## src/rtl/data_reg_reader_if.sv

```systemverilog
// Output link of the data register reader: one tagged word per accepted
// valid/ready transfer.
//   master : drives outData, outAddr, outValid (and outParity); samples outReady
//   slave  : the consumer side of the same link
// Optional: DATA_REG_READER_PARITY_EN adds outParity (even parity of outData).
interface data_reg_reader_if #(
   parameter int WIDTH  = 32,
   parameter int ADDR_W = 2
);
   logic [WIDTH-1:0]  outData;
   logic [ADDR_W-1:0] outAddr;
   logic              outValid;
   logic              outReady;
`ifdef DATA_REG_READER_PARITY_EN
   logic              outParity;
`endif

   modport master (
      input  outReady,
      output outData,
      output outAddr,
      output outValid
`ifdef DATA_REG_READER_PARITY_EN
      , output outParity
`endif
   );

   modport slave (
      output outReady,
      input  outData,
      input  outAddr,
      input  outValid
`ifdef DATA_REG_READER_PARITY_EN
      , input outParity
`endif
   );
endinterface

```

## src/rtl/data_reg_reader.sv

```systemverilog
// Drain end of the data register bank. A start in IDLE snapshots all
// NUM_WORDS bank words in one cycle, then the words are streamed out one per
// accepted transfer on the valid/ready link, each tagged with its address.
// A one-cycle done pulse follows the last accepted word; abort drops the
// stream without done.
// Ports:
//   clk, rst_n : clock, asynchronous active-low reset
//   dataAll    : bank words, word k at [k*WIDTH +: WIDTH]
//   start      : begin a read-out (only looked at in IDLE)
//   abort      : cancel a read-out in progress (wins over start/transfer)
//   busy       : high while streaming
//   done       : one-cycle pulse after the last word is accepted
//   link       : master side of data_reg_reader_if (outData/outAddr/outValid/outReady)
// Optional feature macro: DATA_REG_READER_PARITY_EN adds link.outParity, the
// even parity of the word on outData, registered with it.
// NUM_WORDS must equal 2**ADDR_W.
module data_reg_reader #(
   parameter int WIDTH     = 32,
   parameter int NUM_WORDS = 4,
   parameter int ADDR_W    = 2
) (
   input  logic                       clk,
   input  logic                       rst_n,
   input  logic [WIDTH*NUM_WORDS-1:0] dataAll,
   input  logic                       start,
   input  logic                       abort,
   output logic                       busy,
   output logic                       done,
   data_reg_reader_if.master          link
);

   typedef enum logic [1:0] {IDLE, SEND, DONE} state_t;

   localparam logic [ADDR_W-1:0] LAST = ADDR_W'(NUM_WORDS - 1);

   state_t                           state;
   logic [NUM_WORDS-1:0][WIDTH-1:0]  snapshot;
   logic [ADDR_W-1:0]                index;
   logic [ADDR_W-1:0]                index_nx;
   logic [WIDTH-1:0]                 word_nx;
   logic [WIDTH-1:0]                 word_first;

   assign index_nx   = index + 1'b1;
   assign word_nx    = snapshot[index_nx];
   // The first word goes straight from the bus so it is valid one cycle
   // after start, while the snapshot register is being loaded.
   assign word_first = dataAll[WIDTH-1:0];

   always_ff @(posedge clk or negedge rst_n) begin
      if (!rst_n) begin
         state         <= IDLE;
         snapshot      <= '0;
         index         <= '0;
         busy          <= 1'b0;
         done          <= 1'b0;
         link.outData  <= '0;
         link.outAddr  <= '0;
         link.outValid <= 1'b0;
`ifdef DATA_REG_READER_PARITY_EN
         link.outParity <= 1'b0;
`endif
      end else begin
         case (state)
            IDLE: begin
               done <= 1'b0;
               if (start && !abort) begin
                  snapshot      <= dataAll;
                  index         <= '0;
                  state         <= SEND;
                  busy          <= 1'b1;
                  link.outValid <= 1'b1;
                  link.outData  <= word_first;
                  link.outAddr  <= '0;
`ifdef DATA_REG_READER_PARITY_EN
                  link.outParity <= ^word_first;
`endif
               end
            end
            SEND: begin
               // outValid is always high in SEND, so outReady alone marks a
               // transfer; abort overrides it and the word is not consumed.
               if (abort) begin
                  state         <= IDLE;
                  busy          <= 1'b0;
                  link.outValid <= 1'b0;
               end else if (link.outReady) begin
                  if (index == LAST) begin
                     state         <= DONE;
                     busy          <= 1'b0;
                     done          <= 1'b1;
                     link.outValid <= 1'b0;
                  end else begin
                     index         <= index_nx;
                     link.outData  <= word_nx;
                     link.outAddr  <= index_nx;
`ifdef DATA_REG_READER_PARITY_EN
                     link.outParity <= ^word_nx;
`endif
                  end
               end
            end
            DONE: begin
               // start is deliberately ignored here; it is not queued.
               done  <= 1'b0;
               state <= IDLE;
            end
            default: begin
               state         <= IDLE;
               busy          <= 1'b0;
               done          <= 1'b0;
               link.outValid <= 1'b0;
            end
         endcase
      end
   end

endmodule

```

## src/flat_wrapper.sv

```systemverilog
// flat-port wrapper written by rule: the top's interface ports become plain ports
module data_reg_reader_flat 
#(
   parameter int WIDTH     = 32,
   parameter int NUM_WORDS = 4,
   parameter int ADDR_W    = 2
)
  (clk, rst_n, dataAll, start, abort, busy, done, link_outReady, link_outData, link_outAddr, link_outValid);
  data_reg_reader_if #(.WIDTH(WIDTH), .ADDR_W(ADDR_W)) link_i ();
  input  logic clk;
  input  logic rst_n;
  input  logic [WIDTH*NUM_WORDS-1:0] dataAll;
  input  logic start;
  input  logic abort;
  output logic busy;
  output logic done;
  input wire logic [$bits(link_i.outReady)-1:0] link_outReady;
  output wire logic [$bits(link_i.outData)-1:0] link_outData;
  output wire logic [$bits(link_i.outAddr)-1:0] link_outAddr;
  output wire logic [$bits(link_i.outValid)-1:0] link_outValid;
  assign link_i.outReady = link_outReady;
  assign link_outData = link_i.outData;
  assign link_outAddr = link_i.outAddr;
  assign link_outValid = link_i.outValid;
  data_reg_reader #(.WIDTH(WIDTH), .NUM_WORDS(NUM_WORDS), .ADDR_W(ADDR_W)) u_core (.clk(clk), .rst_n(rst_n), .dataAll(dataAll), .start(start), .abort(abort), .busy(busy), .done(done), .link(link_i));
endmodule
```

## config.mk

```make
export PLATFORM = sky130hd
export DESIGN_NAME = data_reg_reader_flat
export DESIGN_NICKNAME = d
export VERILOG_FILES = /design/src/rtl/data_reg_reader_if.sv /design/src/rtl/data_reg_reader.sv /design/src/flat_wrapper.sv
export SDC_FILE = /design/constraint.sdc
export NUM_CORES = 1
export LEC_CHECK = 0
export BUFFER_PORTS_ARGS = -buffer_cell sky130_fd_sc_hd__buf_2
export CORE_ASPECT_RATIO = 1.2
export CORE_MARGIN = 2
export CORE_UTILIZATION = 50
export DETAILED_ROUTE_END_ITERATION = 10
export PLACE_DENSITY_LB_ADDON = 0.05
export SLEW_MARGIN = 20
export SYNTH_ARGS = -nofsm -noshare
export SYNTH_HDL_FRONTEND = slang
export SYNTH_SLANG_ARGS = --single-unit
```

## constraint.sdc

```tcl
create_clock -name clk -period 2.5 [get_ports clk]
set_clock_uncertainty 0.2 [all_clocks]
set_input_delay 0.5 -clock clk [delete_from_list [all_inputs] [get_ports clk]]
set_output_delay 0.5 -clock clk [all_outputs]
set_load 0.1 [all_outputs]
```

=== Yosys cells after proc, flatten, opt, wreduce, memory -nomap -nowiden ===
Cells that the tools add are included.

* Muxes and demuxes: 26
* Bitwise logic cells: 1
* $add $sub $neg: 1
* Reductions and logical operators: 9
* Order comparisons: 1
* Eq/ne operators: 10

{| class="wikitable"
|+ Operators by type and width
! kind !! number
|-
| 32-bit 2-to-1 mux || 5
|-
| 32-bit binary-select mux with 2-bit select || 1
|-
| 32-bit one-hot mux with 2 select lines || 1
|-
| 2-bit 2-to-1 mux || 8
|-
| 1-bit 2-to-1 mux || 8
|-
| 2-bit one-hot mux with 2 select lines || 2
|-
| 2-bit inequality test, second input constant || 3
|-
| 3-bit AND reduction || 2
|-
| 5-bit AND reduction || 1
|-
| 2-bit == test, second input constant || 2
|-
| 2-bit by 1-bit inequality test with 1-bit output, second input constant || 2
|-
| 4-bit AND reduction || 1
|-
| 2-bit by 3-bit < comparator with 1-bit output, second input constant || 1
|-
| 3-bit by 2-bit inequality test with 1-bit output, second input constant || 1
|-
| 3-bit inequality test, second input constant || 1
|-
| 1-bit one-hot mux with 3 select lines || 1
|-
| 2-bit by 1-bit adder with 2-bit output, second input constant || 1
|-
| 2-bit by 1-bit == test with 1-bit output, second input constant || 1
|-
| 2-bit logical NOT || 1
|-
| 2-bit AND reduction || 1
|-
| 2-bit nonzero test || 1
|-
| 1-bit logical AND || 1
|-
| 1-bit logical NOT || 1
|-
| 1-bit NOT || 1
|}

* Word-level logic and storage cells: 57
* Input port bits: 133
* Register bits after elaboration: 166
* Output and inout bits: 37

=== Depth between registers and ports, before layout ===
Gate-level depths: netlist of the first run.

* Word-level depth: 7
* Mapped depth: 6
* Mapped depth without buffers: 4

=== Worst setup path before layout of the first run ===
OpenSTA, ideal clock, no wires.

* Kind: register to register
* From: reg u_core.index[0]
* To: reg u_core.link.outData[0]
* Required time: 2.164 ns
* Period minus slack after synthesis: 2.679 ns
* Path slack: -0.179 ns
* Stages on the path, launching flop included: 6
* Buffers on the path: 1
* Arrival: 2.343 ns
* Library setup time: 0.136 ns
* Cells stage by stage: dfrtp_1 > ha_1 > clkbuf_1 > mux2_2 > a222oi_1 > mux2i_1

* Longest elaborated chain between the ends: 7
* Elaborated cells on any way between the ends: 10
* Classes of those cells: add/sub: 1; eq/ne: 2; mux: 6; reduce/logical: 1

{| class="wikitable"
|+ Ends and longest elaborated chain
! what !! RTL line !! text
|-
| from (decl) || data_reg_reader.sv:38 || <nowiki>logic [ADDR_W-1:0] index;</nowiki>
|-
| from (signal assigned) || data_reg_reader.sv:93 || <nowiki>index <= index_nx;</nowiki>
|-
| 2-bit by 1-bit adder with 2-bit output || data_reg_reader.sv:43 || <nowiki>assign index_nx = index + 1'b1;</nowiki>
|-
| 32-bit binary-select mux with 2-bit select || data_reg_reader.sv:44 || <nowiki>assign word_nx = snapshot[index_nx];</nowiki>
|-
| 32-bit 2-to-1 mux (implied by the code) || data_reg_reader.sv:44 ||
|-
| 32-bit 2-to-1 mux || data_reg_reader.sv:87 || <nowiki>if (index == LAST) begin</nowiki>
|-
| 32-bit 2-to-1 mux || data_reg_reader.sv:86 || <nowiki>end else if (link.outReady) begin</nowiki>
|-
| 32-bit 2-to-1 mux || data_reg_reader.sv:82 || <nowiki>if (abort) begin</nowiki>
|-
| 32-bit one-hot mux with 2 select lines || data_reg_reader.sv:63 || <nowiki>case (state)</nowiki>
|-
| to (signal assigned) || data_reg_reader.sv:72 || <nowiki>link.outData <= word_first;</nowiki>
|-
| to (signal assigned) || data_reg_reader.sv:94 || <nowiki>link.outData <= word_nx;</nowiki>
|-
| to (decl) || data_reg_reader_if.sv:20 || <nowiki>output outData,</nowiki>
|}

Several ways; a longest one is shown, not always the timed one. The select of a mux whose other input is x is not followed.
A chain may end at the register's enable or synchronous reset.

=== Worst setup path after layout of the first run ===
Same ends and word-level chain as after synthesis.

==> out/qor.log, run 1 <==
qor: power_and_ir_drop.sequentialPowerShare 32.5%
qor: floorplan.die_footprint 0.0171 mm^2
qor: power_and_ir_drop.p_leak 4.58 nW
qor: power_and_ir_drop.clkPwrFrac 22.4%
qor: clock_tree.postCtsResizedCells 0
qor: timing.finalSetupTns 0 ps
qor: cells_and_area.final_stage_net_count 821
qor: clock_tree.clock_latency_at_the_later_pin_of_the_worst_skew_pair 420 ps
qor: placed_design.detailed_place_hpwl 11800 um
qor: setup_path.reg2reg_slack 220 ps
qor: global_route.overflow 0
qor: synth.synthDistinctLibCells 29
qor: clock_tree.cts_inserted_buffers 17
qor: synth.ranking_of_synthesized_cells_by_area sky130_fd_sc_hd__dfrtp_1 (52%), sky130_fd_sc_hd__mux2_4 (20%), sky130_fd_sc_hd__mux2_2 (9.0%)
qor: cells_and_area.fill_cells 1226
qor: flow_run.max_cap_violations 0
qor: timing.period_needed 2280 ps
qor: timing.timing.final.crit_share 91.1%
qor: cells_and_area.drive_above_1_share 57.6%
qor: clock_tree.master_cell_of_the_clock_root_buffer sky130_fd_sc_hd__clkbuf_16
qor: setup_path.worst-setup-path-type flip-flop to flip-flop
qor: setup_path.crit_arrival 2370 ps
qor: detailed_routing.drt-pass1-iter-count 8
qor: clock_tree.cts.sink_count 166
qor: synth.post_synthesis_cell_type_with_the_largest_combined_area sky130_fd_sc_hd__dfrtp_1
qor: hold_path.worst_hold_path.endpoint u_core.state[1]
qor: power_and_ir_drop.p_sw_share 40.9%
qor: clock_tree.post-cts-setup-buffer-count 0
qor: power_and_ir_drop.internal-power 0.00711 W
qor: cells_and_area.diode_insertion_count_for_antenna_repair 0
qor: clock_tree.ctsHoldBuffers 1
qor: synth.synth.yosys.warnings 0
qor: placed_design.gpl.final_weighted_congestion 0.745
qor: floorplan.core-area 0.0156 mm^2
qor: power_and_ir_drop.vdd_ir_drop_max 649 uV
qor: global_route.grt_antenna_before_repair 1
qor: timing.finalHoldViolations 0
qor: detailed_routing.wl 17600 um
qor: detailed_routing.vias 4838
qor: cells_and_area.seq_area 0.00416 mm^2
qor: power_and_ir_drop.combinationalPowerShare 45.1%
qor: global_route.global_route_wire_length_before_repair 28700 um
qor: setup_path.kind_of_start_point_of_the_critical_path flip-flop
qor: timing.slew_headroom 57.2%
qor: synth.synth_seq_area_share 51.7%
qor: synth.synthesis.area_per_instance 15.7 um^2
qor: synth.syn_inst 513
qor: floorplan.initial_core_util 51.4%
qor: timing.setup_repair_after_global_routing_missed_its_margin false
qor: hold_path.hold_wc_startpoint abort
qor: floorplan.row_count 50
qor: timing.drv_slew 0
qor: clock_tree.clock_tree_from_tritoncts yes
qor: detailed_routing.drt_iter0_drc 317
qor: floorplan.vert_die_dim 143 um
qor: floorplan.io_pins 170
qor: global_route.largest_net_degree_at_the_start_of_global_routing 49
qor: detailed_routing.drc_errors 0
qor: setup_path.cp.required 2590 ps
qor: timing.timing.fmax 439 MHz
qor: hold_path.worstHoldPathType primary input to flip-flop
qor: detailed_routing.antenna_left 0
qor: synth.synth_area 0.00804 mm^2
qor: synth.postSynthNetCount 647
qor: power_and_ir_drop.power.density 1240 mW/mm^2
qor: power_and_ir_drop.power.net_switching 0.00493 W
qor: placed_design.place.port_buffers 169
qor: timing.final-setup-viol-count 0
qor: cells_and_area.fin_util 61.9%
qor: cells_and_area.multi_input_comb_area 0.00340 mm^2
qor: clock_tree.clk_pin_slew_worst_paths 60 ps
qor: cells_and_area.area_growth 20.6%
qor: detailed_routing.post_drt_via_cell_ratio 5.33
qor: setup_path.path_max_fanout 16
qor: setup_path.reg2regPathDepth 5
qor: setup_path.critical_path.reg2reg.startpoint u_core.index[0]
qor: synth.synth_top_cell_area_share 51.7%
qor: timing.timing_worst_slew_pin_value 641 ps
qor: floorplan.die-width 120 um
qor: global_route.grt_usage 21.6%
qor: run_status.result_of_the_run complete, no violations
qor: setup_path.critical_path.reg2reg.endpoint u_core.link.outData[0]
qor: clock_tree.cts_buffer_depth 2
qor: global_route.grt_pass1_vias 5336
qor: setup_path.worstSetupEndpointType flip-flop
qor: clock_tree.ctsHtreeMaxLevel 4
qor: detailed_routing.routed_wire_length_per_instance 19.4 um
qor: hold_path.min_path_cells 2
qor: synth.postSynthRegisterBits 166
## cells in the final DEF (no fill, tap or decap), types with 2 or more instances in the layout
master,count
sky130_fd_sc_hd__inv_1,34
sky130_fd_sc_hd__mux2_1,22
sky130_fd_sc_hd__clkinv_4,3
sky130_fd_sc_hd__buf_12,9
sky130_fd_sc_hd__nor2_1,2
sky130_fd_sc_hd__mux2_4,107
sky130_fd_sc_hd__nand2_1,2
sky130_fd_sc_hd__clkbuf_16,17
sky130_fd_sc_hd__dfrtp_1,164
sky130_fd_sc_hd__clkinvlp_4,5
sky130_fd_sc_hd__mux2_2,64
sky130_fd_sc_hd__nand2b_2,2
sky130_fd_sc_hd__a222oi_1,32
sky130_fd_sc_hd__buf_2,168
sky130_fd_sc_hd__buf_4,12
sky130_fd_sc_hd__bufinv_16,3
sky130_fd_sc_hd__inv_6,2
sky130_fd_sc_hd__mux2i_1,33
sky130_fd_sc_hd__dfrtp_2,2
## registers in the layout (all words and copies together) (netlist names)
| name | flops |
|---|---|
| u_core.snapshot | 128 |
| u_core.index | 2 |
| u_core.state | 2 |
| u_core.done | 1 |
| u_core.link.outValid | 1 |
| u_core.link.outData | 32 |
## Yosys cell counts
cell type	count
sky130_fd_sc_hd__buf_4	4
sky130_fd_sc_hd__inv_1	34
sky130_fd_sc_hd__buf_2	11
sky130_fd_sc_hd__nor2b_1	1
sky130_fd_sc_hd__mux2_2	64
sky130_fd_sc_hd__nand3b_1	1
sky130_fd_sc_hd__or2_4	1
sky130_fd_sc_hd__nand2b_2	1
sky130_fd_sc_hd__mux2_1	22
sky130_fd_sc_hd__ha_1	1
sky130_fd_sc_hd__a21oi_4	1
sky130_fd_sc_hd__mux2_4	107
sky130_fd_sc_hd__and3b_1	1
sky130_fd_sc_hd__buf_6	5
sky130_fd_sc_hd__a222oi_1	32
sky130_fd_sc_hd__mux2i_1	33
sky130_fd_sc_hd__clkbuf_1	5
sky130_fd_sc_hd__dfrtp_1	166
sky130_fd_sc_hd__o22ai_1	1
sky130_fd_sc_hd__nor2_1	2
sky130_fd_sc_hd__nor3b_2	1
sky130_fd_sc_hd__nor2_4	1
sky130_fd_sc_hd__o21a_1	1
sky130_fd_sc_hd__a21o_1	1
sky130_fd_sc_hd__nor3_1	1
sky130_fd_sc_hd__nand2b_1	1
sky130_fd_sc_hd__nand2_1	2
sky130_fd_sc_hd__buf_12	11
sky130_fd_sc_hd__a21boi_0	1
## worst max-delay path: stages, from the launching register on
cell and delay (ps):
sky130_fd_sc_hd__dfrtp_2 460, sky130_fd_sc_hd__ha_4 470, sky130_fd_sc_hd__buf_12 200, sky130_fd_sc_hd__mux2_2 350, sky130_fd_sc_hd__a222oi_1 330, sky130_fd_sc_hd__mux2i_1 120
## kinds of logic (layout without fill, tap and decap cells)
family / Yosys count / in the layout / synth area share (%)
DFF: 166 / 166 / 51.7
and+or+nand+nor: 13 / 13 / 1.12
muxes: 226 / 226 / 36.2
AOI/OAI and AO/OA: 37 / 37 / 4.55
buffers and inverters: 70 / 257 / 6.32
adders and majority gates: 1 / 1 / 0.156
## area by class of cell
class                      instances  share of cell area (%)
clock buffer                      18                    4.53
inverter                          34                    1.32
multi-input combinational        277                    35.1
clock inverter                    14                    1.82
sequential                       166                    42.9
timing repair buffer             191                    11.7
tap                              208                    2.69
## stage by stage
| stage | total power (W) | cell area (um^2) | cells | hold slack [ps] | worst slack (ps) |
|---|---|---|---|---|---|
| finish | 0.0120 | 9690 | 908 | 89.0 | 223 |
| floorplan | 0.00832 | 8040 | 513 | 4.41 | 71.4 |
| CTS | 0.0122 | 9690 | 908 | 70.2 | 180 |
| detailed placement | 0.00941 | 9060 | 875 | 263 | 200 |
| global placement | 0.00930 | 9060 | 875 | 256 | 261 |
| global route | 0.0126 | 9690 | 908 | 75.5 | 80.2 |
## power groups by stage
stage	Clock, W	Combinational (W)	Sequential, W
3_5_place_dp	0	0.00546	0.00395
3_3_place_gp	0	0.00536	0.00394
5_1_grt	0.00289	0.00572	0.00401
6_report	0.00270	0.00543	0.00392
2_1_floorplan	0	0.00248	0.00584
4_1_cts	0.00276	0.00548	0.00392
## worst max path at each step
stage	slack [ps]	to	depth (start not counted)	start
after floorplan	70	u_core.link.outData[0]	5	u_core.index[0]
after global placement	260	u_core.link.outData[0]	5	u_core.index[0]
after detailed placement	200	u_core.link.outData[0]	5	u_core.index[0]
after CTS	180	u_core.link.outData[21]	5	u_core.index[0]
after global routing	80	u_core.link.outData[24]	5	u_core.index[0]
final	220	u_core.link.outData[0]	5	u_core.index[0]
## per-layer routing
| metal | GRT usage [%] | part of all wire [%] | wire, um | up-vias |
|---|---|---|---|---|
| met3 | 5.27 | 5.2 | 919 | 21 |
| met4 | 7.24 | 1.5 | 272 | 2 |
| met2 | 35.1 | 49 | 8600 | 137 |
| met5 | 0 | 0.074 | 13 | - |
| li1 | - | - | - | 2211 |
| met1 | 28.5 | 44 | 7780 | 2467 |
Note: power is estimated with default switching activity, not from simulation.
==> run 2, diff against run 1 <==
--- a/config.mk
+++ b/config.mk
@@ -10,7 +10,8 @@
 export CORE_MARGIN = 2
 export CORE_UTILIZATION = 50
 export DETAILED_ROUTE_END_ITERATION = 10
-export PLACE_DENSITY_LB_ADDON = 0.05
+export PLACE_DENSITY = 0.8
+export SETUP_SLACK_MARGIN = 0.5
 export SLEW_MARGIN = 20
 export SYNTH_ARGS = -nofsm -noshare
 export SYNTH_HDL_FRONTEND = slang
==> run 2 against run 1 <==
  * Global-route usage is 1.1 points higher
  * Critical path depth is 1 higher
  * Hold slack worse by 13 ps
  * Non-clock buffer count is 21 higher
  * Core utilization is 2.9 points higher
  * Final area is 4.7% higher
  * Combinational power is 16% higher
  * Via count is 8.6% higher
  * Maximum frequency is 1.1% higher
  * Critical endpoint is now u_core.link.outData[4]
==> out/qor.log, run 2 (synthesis results as in run 1) <==
qor: run_status.result_of_the_run complete, no violations
qor: clock_tree.clock_tree_from_tritoncts yes
qor: cells_and_area.final-instance-count-excl-fill 931 [+2.5%]
qor: setup_path.worst_path_max_delay_cell sky130_fd_sc_hd__dfrtp_4
qor: cells_and_area.final_stage_net_count 842 [+2.6%]
qor: timing.finalSetupTns 0 ps [unchanged]
qor: timing.setup_repair_after_global_routing_missed_its_margin true
qor: timing.timing.fmax 444 MHz [+1.1%]
qor: clock_tree.cts.sink_count 166 [unchanged]
qor: cells_and_area.biggestRegsByFlops u_core.snapshot (128), u_core.link.outData (32)
qor: detailed_routing.route.layer.met1.wl 8440 um [+8.5%]
qor: floorplan.die-width 120 um [unchanged]
qor: power_and_ir_drop.p_leak 4.81 nW [+5.0%]
qor: detailed_routing.wl_met3 928 um [+0.98%]
qor: setup_path.kind_of_start_point_of_the_critical_path flip-flop
qor: hold_path.worstHoldPathType primary input to flip-flop
qor: floorplan.io_pins 170 [unchanged]
qor: timing.drv_slew 0 [unchanged]
qor: setup_path.critical_path.reg2reg.startpoint u_core.index[1]
qor: cells_and_area.regMostFlops u_core.snapshot
qor: clock_tree.clk_pin_slew_worst_paths 60 ps [about the same]
qor: setup_path.critical_path.max_stage_delay 490 ps [+20 ps]
qor: placed_design.gpl.final_weighted_congestion 0.798 [+7.1%]
qor: placed_design.place.port_buffers 169 [unchanged]
qor: detailed_routing.met2_length 10300 um [+20%]
qor: clock_tree.cts_buffer_depth 2 [unchanged]
qor: detailed_routing.top_layer_used met4
qor: timing.slew_headroom 40.1% [-17 points]
qor: detailed_routing.routed_wire_length_per_instance 21.8 um [+13%]
qor: global_route.grt_usage 22.7% [+1.1 points]
qor: cells_and_area.mostFrequentLayoutCells sky130_fd_sc_hd__buf_2 (166), sky130_fd_sc_hd__dfrtp_1 (161), sky130_fd_sc_hd__mux2_4 (116)
qor: clock_tree.cts_inserted_buffers 17 [unchanged]
qor: cells_and_area.fin_util 64.9% [+2.9 points]
qor: placed_design.setup_ws_pre_cts 164 ps [-35.9 ps]
qor: detailed_routing.vias 5252 [+8.6%]
qor: detailed_routing.drc_errors 0 [unchanged]
qor: timing.timing_worst_slew_pin_value 899 ps [+257 ps]
qor: timing.final.setup.worst_slack 248 ps [+25.6 ps]
qor: setup_path.crit_chain ha_4, buf_6, buf_12, mux2_2, a222oi_1, mux2i_1
qor: floorplan.initial_core_util 51.4% [unchanged]
qor: global_route.global_route_wire_length_before_repair 29700 um [+3.7%]
qor: setup_path.worst-setup-path-type flip-flop to flip-flop
qor: clock_tree.clock_latency_at_the_later_pin_of_the_worst_skew_pair 430 ps [about the same]
qor: clock_tree.master_cell_of_the_clock_root_buffer sky130_fd_sc_hd__clkbuf_16
qor: floorplan.core-area 0.0156 mm^2 [unchanged]
qor: global_route.largest_net_degree_at_the_start_of_global_routing 80 [+63%]
qor: hold_path.hold_wc_startpoint abort
qor: cells_and_area.number_of_flip_flops_under_the_largest_register_name 128 [unchanged]
qor: setup_path.cp.required 2580 ps [about the same]
qor: setup_path.worstSetupStartpoint u_core.index[1]
qor: placed_design.detailed_place_hpwl 12100 um [+2.8%]
qor: setup_path.path_max_fanout 5 [-11]
qor: power_and_ir_drop.power.density 1280 mW/mm^2 [+2.9%]
qor: floorplan.vert_die_dim 143 um [unchanged]
qor: detailed_routing.antenna_left 0 [unchanged]
qor: placed_design.place_inst 868 [-0.80%]
qor: timing.timing.final.crit_share 90.1% [-1.0 points]
qor: clock_tree.ctsHtreeMaxLevel 4 [unchanged]
qor: timing.finalHoldViolations 0 [unchanged]
qor: setup_path.worstSetupEndpointType flip-flop
qor: floorplan.die_footprint 0.0171 mm^2 [unchanged]
qor: detailed_routing.drt_iter0_drc 506 [+60%]
qor: cells_and_area.drive_above_1_share 58.9% [+1.3 points]
qor: detailed_routing.post_drt_via_cell_ratio 5.64 [+5.9%]
qor: timing.final-setup-viol-count 0 [unchanged]
qor: global_route.grt_pass1_vias 5615 [+5.2%]
qor: cells_and_area.area_growth 26.3%
qor: floorplan.row_count 50 [unchanged]
qor: global_route.grt_antenna_before_repair 3 [+2]
qor: setup_path.crit_arrival 2330 ps [-40 ps]
qor: global_route.overflow 0 [unchanged]
qor: timing.period_needed 2250 ps [-25.6 ps]
qor: detailed_routing.drt-pass1-iter-count 7 [-1]
qor: flow_run.max_cap_violations 0 [unchanged]
qor: power_and_ir_drop.vdd_ir_drop_max 679 uV [+4.6%]
qor: cells_and_area.layout.cells.most_common sky130_fd_sc_hd__buf_2
qor: detailed_routing.wl 20300 um [+16%]
==> run 2: cell types whose count changed in the layout (fill, tap and decap cells not counted), sizes merged <==
cell      previous run  this run
diode                0         3
inv                 36        34
clkbuf              18        30
clkinv               4         2
buf                190       205
clkinvlp             5         2
==> run 2: area by class of cell <==
| class | instances | area, um^2 |
|---|---|---|
| Antenna cell | 3 | 7.51 |
| Clock buffer | 24 | 492 |
| Clock inverter | 7 | 119 |
| Fill cell | 1127 | 5490 |
| Inverter | 34 | 128 |
| Multi-Input combinational cell | 277 | 3430 |
| Sequential cell | 166 | 4170 |
| Tap cell | 208 | 260 |
| Timing Repair Buffer | 212 | 1540 |
==> run 2: final timing paths <==
check,to,slack [ps],depth (start not counted)
min in group asynchronous,u_core.snapshot[21],280,2
worst min register to register,u_core.snapshot[74],290,1
worst max register to register,u_core.link.outData[4],250,6
worst min-delay path,u_core.state[1],80,2
max in group asynchronous,u_core.snapshot[69],1130,3
worst max-delay path,u_core.link.outData[4],250,6
==> run 2: per-stage QoR <==
step | hold slack, ps | total power [W] | area, um^2
CTS | 69.9 | 0.0126 | 9870
global route | 79.3 | 0.0134 | 10100
floorplan | 4.41 | 0.00844 | 8090
global placement | 156 | 0.00928 | 9040
finish | 75.7 | 0.0130 | 10100
detailed placement | 159 | 0.00945 | 9040
==> run 2: power by group <==
part           internal [W]  switching (W)
registers           0.00347       0.000484
clock network       0.00167        0.00105
logic               0.00261        0.00369
==> run 2: critical path: cells and delay by family, from the launching register on <==
family	cells	cell delay [ps]
DFF	1	490
muxes	2	480
AOI/OAI and AO/OA	1	340
buffers and inverters	2	290
adders and majority gates	1	290
==> run 2: metal layers <==
layer  up-vias  track usage, %
li1       2271               -
met1      2729            28.5
met2       205            37.5
met3        47            4.79
met4         0            10.8
met5         -               0
==> run 2: timing repair <==
item	CTS	global route
hold buffers	1	0
endpoints found under the setup margin	46	140
setup buffers	12	6
endpoints found under the hold margin	18	0
resized for setup	7	13
pin swaps	6	13
gates cloned	3	7
==> run 3, diff against run 2 <==
--- a/config.mk
+++ b/config.mk
@@ -11,6 +11,7 @@
 export CORE_UTILIZATION = 50
 export DETAILED_ROUTE_END_ITERATION = 10
 export PLACE_DENSITY = 0.8
+export REMOVE_ABC_BUFFERS = 1
 export SETUP_SLACK_MARGIN = 0.5
 export SLEW_MARGIN = 20
 export SYNTH_ARGS = -nofsm -noshare
==> run 3 against run 2 <==
  * Count of clock-buffer cells in the layout decreased by 2
  * Routed wire length fell by 3.1%
  * Flip-flop and latch count unchanged
==> out/qor.log, run 3 (synthesis results as in run 1) <==
qor: run_status.result_of_the_run complete, no violations
qor: power_and_ir_drop.power.density 1290 mW/mm^2 [+1.0%]
qor: placed_design.detailed_place_hpwl 11300 um [-7.0%]
qor: setup_path.reg2regPathDepth 7 [+1]
qor: detailed_routing.drc_errors 0 [unchanged]
qor: cells_and_area.postLayoutCellArea 0.0101 mm^2 [-0.15%]
qor: floorplan.vert_die_dim 143 um [unchanged]
qor: hold_path.hold_wc_startpoint dataAll[126]
qor: timing.period_needed 2210 ps [-42.6 ps]
qor: global_route.overflow 0 [unchanged]
qor: detailed_routing.routed_wire_length_per_instance 21.4 um [-2.1%]
qor: cells_and_area.diode_insertion_count_for_antenna_repair 0 [-3]
qor: power_and_ir_drop.p_leak 4.84 nW [+0.62%]
qor: timing.timing.final.crit_share 88.4% [-1.7 points]
qor: cells_and_area.drive_above_1_share 58.3% [-0.63 points]
qor: setup_path.critical-path-top-delay-family flip-flops
qor: setup_path.worstSetupEndpointType flip-flop
qor: setup_path.critical_path.max_stage_delay 430 ps [-60 ps]
qor: setup_path.path_max_fanout 8 [+3]
qor: setup_path.worst-path-stages 7 [+1]
qor: timing.hold_ws 93.3 ps [+17.6 ps]
qor: timing.timing_worst_slew_pin_value 837 ps [-62.0 ps]
qor: setup_path.reg2reg_slack 290 ps [+40 ps]
qor: setup_path.crit_chain ha_4, buf_12, buf_16, buf_4, mux2_4, a222oi_1, mux2i_1
qor: timing.timing.fmax 453 MHz [+1.9%]
qor: timing.final-setup-viol-count 0 [unchanged]
qor: placed_design.dpl_cell_area 0.00896 mm^2 [-0.83%]
qor: detailed_routing.vias 5053 [-3.8%]
qor: setup_path.kind_of_start_point_of_the_critical_path flip-flop
qor: clock_tree.ctsHtreeMaxLevel 4 [unchanged]
qor: setup_path.timing.critical_path.to u_core.link.outData[5]
qor: cells_and_area.final_stage_net_count 835 [-0.83%]
qor: timing.slew_headroom 44.2% [+4.1 points]
qor: global_route.grt_pass1_vias 5449 [-3.0%]
qor: global_route.largest_net_degree_at_the_start_of_global_routing 84 [+5.0%]
qor: clock_tree.clock_latency_at_the_later_pin_of_the_worst_skew_pair 420 ps [about the same]
qor: clock_tree.cts_inserted_buffers 17 [unchanged]
qor: floorplan.die_footprint 0.0171 mm^2 [unchanged]
qor: setup_path.worst_path_max_delay_cell sky130_fd_sc_hd__dfrtp_2
qor: cells_and_area.fin_util 64.8% [-0.096 points]
qor: floorplan.io_pins 170 [unchanged]
qor: setup_path.worst-setup-path-type flip-flop to flip-flop
qor: detailed_routing.antenna_left 0 [unchanged]
qor: cells_and_area.area_growth 26.1%
qor: cells_and_area.biggestRegsByFlops u_core.snapshot (128), u_core.link.outData (32)
qor: timing.drv_slew 0 [unchanged]
qor: global_route.grt_usage 23.2% [+0.53 points]
qor: setup_path.crit_arrival 2300 ps [-30 ps]
qor: cells_and_area.fill_cells 1170 [+3.8%]
qor: setup_path.critical_path.reg2reg.startpoint u_core.index[0]
qor: detailed_routing.wl 19700 um [-3.1%]
qor: setup_path.worstSetupStartpoint u_core.index[0]
qor: clock_tree.cts.sink_count 166 [unchanged]
qor: clock_tree.master_cell_of_the_clock_root_buffer sky130_fd_sc_hd__clkbuf_16
qor: setup_path.critical_path_buffers_and_inverters 3 [+1]
qor: cells_and_area.mostFrequentLayoutCells sky130_fd_sc_hd__buf_2 (164), sky130_fd_sc_hd__dfrtp_1 (164), sky130_fd_sc_hd__mux2_4 (124)
qor: hold_path.worstHoldPathType primary input to flip-flop
qor: power_and_ir_drop.vdd_ir_drop_max 720 uV [+6.1%]
qor: detailed_routing.post_drt_via_cell_ratio 5.48 [-2.8%]
qor: floorplan.row_count 50 [unchanged]
qor: floorplan.initial_core_util 51.4% [unchanged]
qor: global_route.global_route_wire_length_before_repair 30100 um [+1.1%]
qor: clock_tree.clk_pin_slew_worst_paths 60 ps [about the same]
qor: placed_design.gpl.final_weighted_congestion 0.767 [-3.9%]
qor: detailed_routing.drt_iter0_drc 428 [-15%]
qor: clock_tree.clock_tree_from_tritoncts yes
qor: cells_and_area.number_of_flip_flops_under_the_largest_register_name 128 [unchanged]
qor: setup_path.critical_path.reg2reg.endpoint u_core.link.outData[5]
qor: global_route.grt_antenna_before_repair 1 [-2]
qor: floorplan.die-width 120 um [unchanged]
qor: flow_run.max_cap_violations 0 [unchanged]
qor: clock_tree.cts_buffer_depth 2 [unchanged]
qor: placed_design.place.port_buffers 169 [unchanged]
qor: timing.finalHoldViolations 0 [unchanged]
qor: detailed_routing.drt-pass1-iter-count 8 [+1]
qor: timing.setup_repair_after_global_routing_missed_its_margin true
qor: placed_design.place_inst 864 [-0.46%]
qor: setup_path.cp.required 2590 ps [about the same]
qor: cells_and_area.final-instance-count-excl-fill 922 [-0.97%]
qor: cells_and_area.regMostFlops u_core.snapshot
qor: floorplan.core-area 0.0156 mm^2 [unchanged]
-- run 3: stage by stage --
stage / setup TNS (ps) / power, W / setup WS [ps]
floorplan: -252680 / 0.00824 / -1670
global placement: 0 / 0.00919 / 296
detailed placement: 0 / 0.00936 / 208
CTS: 0 / 0.0129 / 322
global route: 0 / 0.0136 / 231
finish: 0 / 0.0131 / 291
-- run 3: worst min-delay path by stage --
stage / to / slack (ps) / cells after the start
global route: u_core.snapshot[108] / 80 / 2
global placement: u_core.snapshot[5] / 260 / 1
finish: u_core.snapshot[126] / 90 / 2
floorplan: u_core.done / 4 / 0
detailed placement: u_core.snapshot[5] / 280 / 1
CTS: u_core.snapshot[121] / 80 / 2
-- run 3: what timing repair did --
| action | in CTS | in global routing |
|---|---|---|
| setup buffers | 11 | 4 |
| resized for setup | 25 | 10 |
| hold endpoints to repair | 166 | 0 |
| pin swaps | 9 | 27 |
| hold buffers | 1 | 0 |
| endpoints found under the setup margin | 107 | 49 |
| cloned | 8 | 2 |
-- run 3: metal layers --
layer  routed length (um)  part of all wire (%)  vias up  GRT usage [%]
met5                   10                 0.051        -              0
met4                  328                   1.7        2           7.86
met3                 1090                   5.5       27           6.11
met2                10300                    52      168           40.2
met1                 7940                    40     2596           28.0
li1                     -                     -     2260              -
-- run 3: where the power goes --
| group | total [W] | leakage [nW] | internal, W | switching [W] |
|---|---|---|---|---|
| clock | 0.00274 | 0.305 | 0.00166 | 0.00108 |
| sequential | 0.00393 | 1.96 | 0.00347 | 0.000467 |
| combinational | 0.00643 | 2.57 | 0.00271 | 0.00372 |
-- run 3: area by class of cell --
class,instances,area (um^2),share of cell area [%]
clock inverter,10,144,1.42
inverter,34,128,1.26
clock buffer,22,474,4.68
timing repair buffer,205,1500,14.8
tap,208,260,2.57
multi-input combinational,277,3460,34.2
sequential,166,4160,41.0
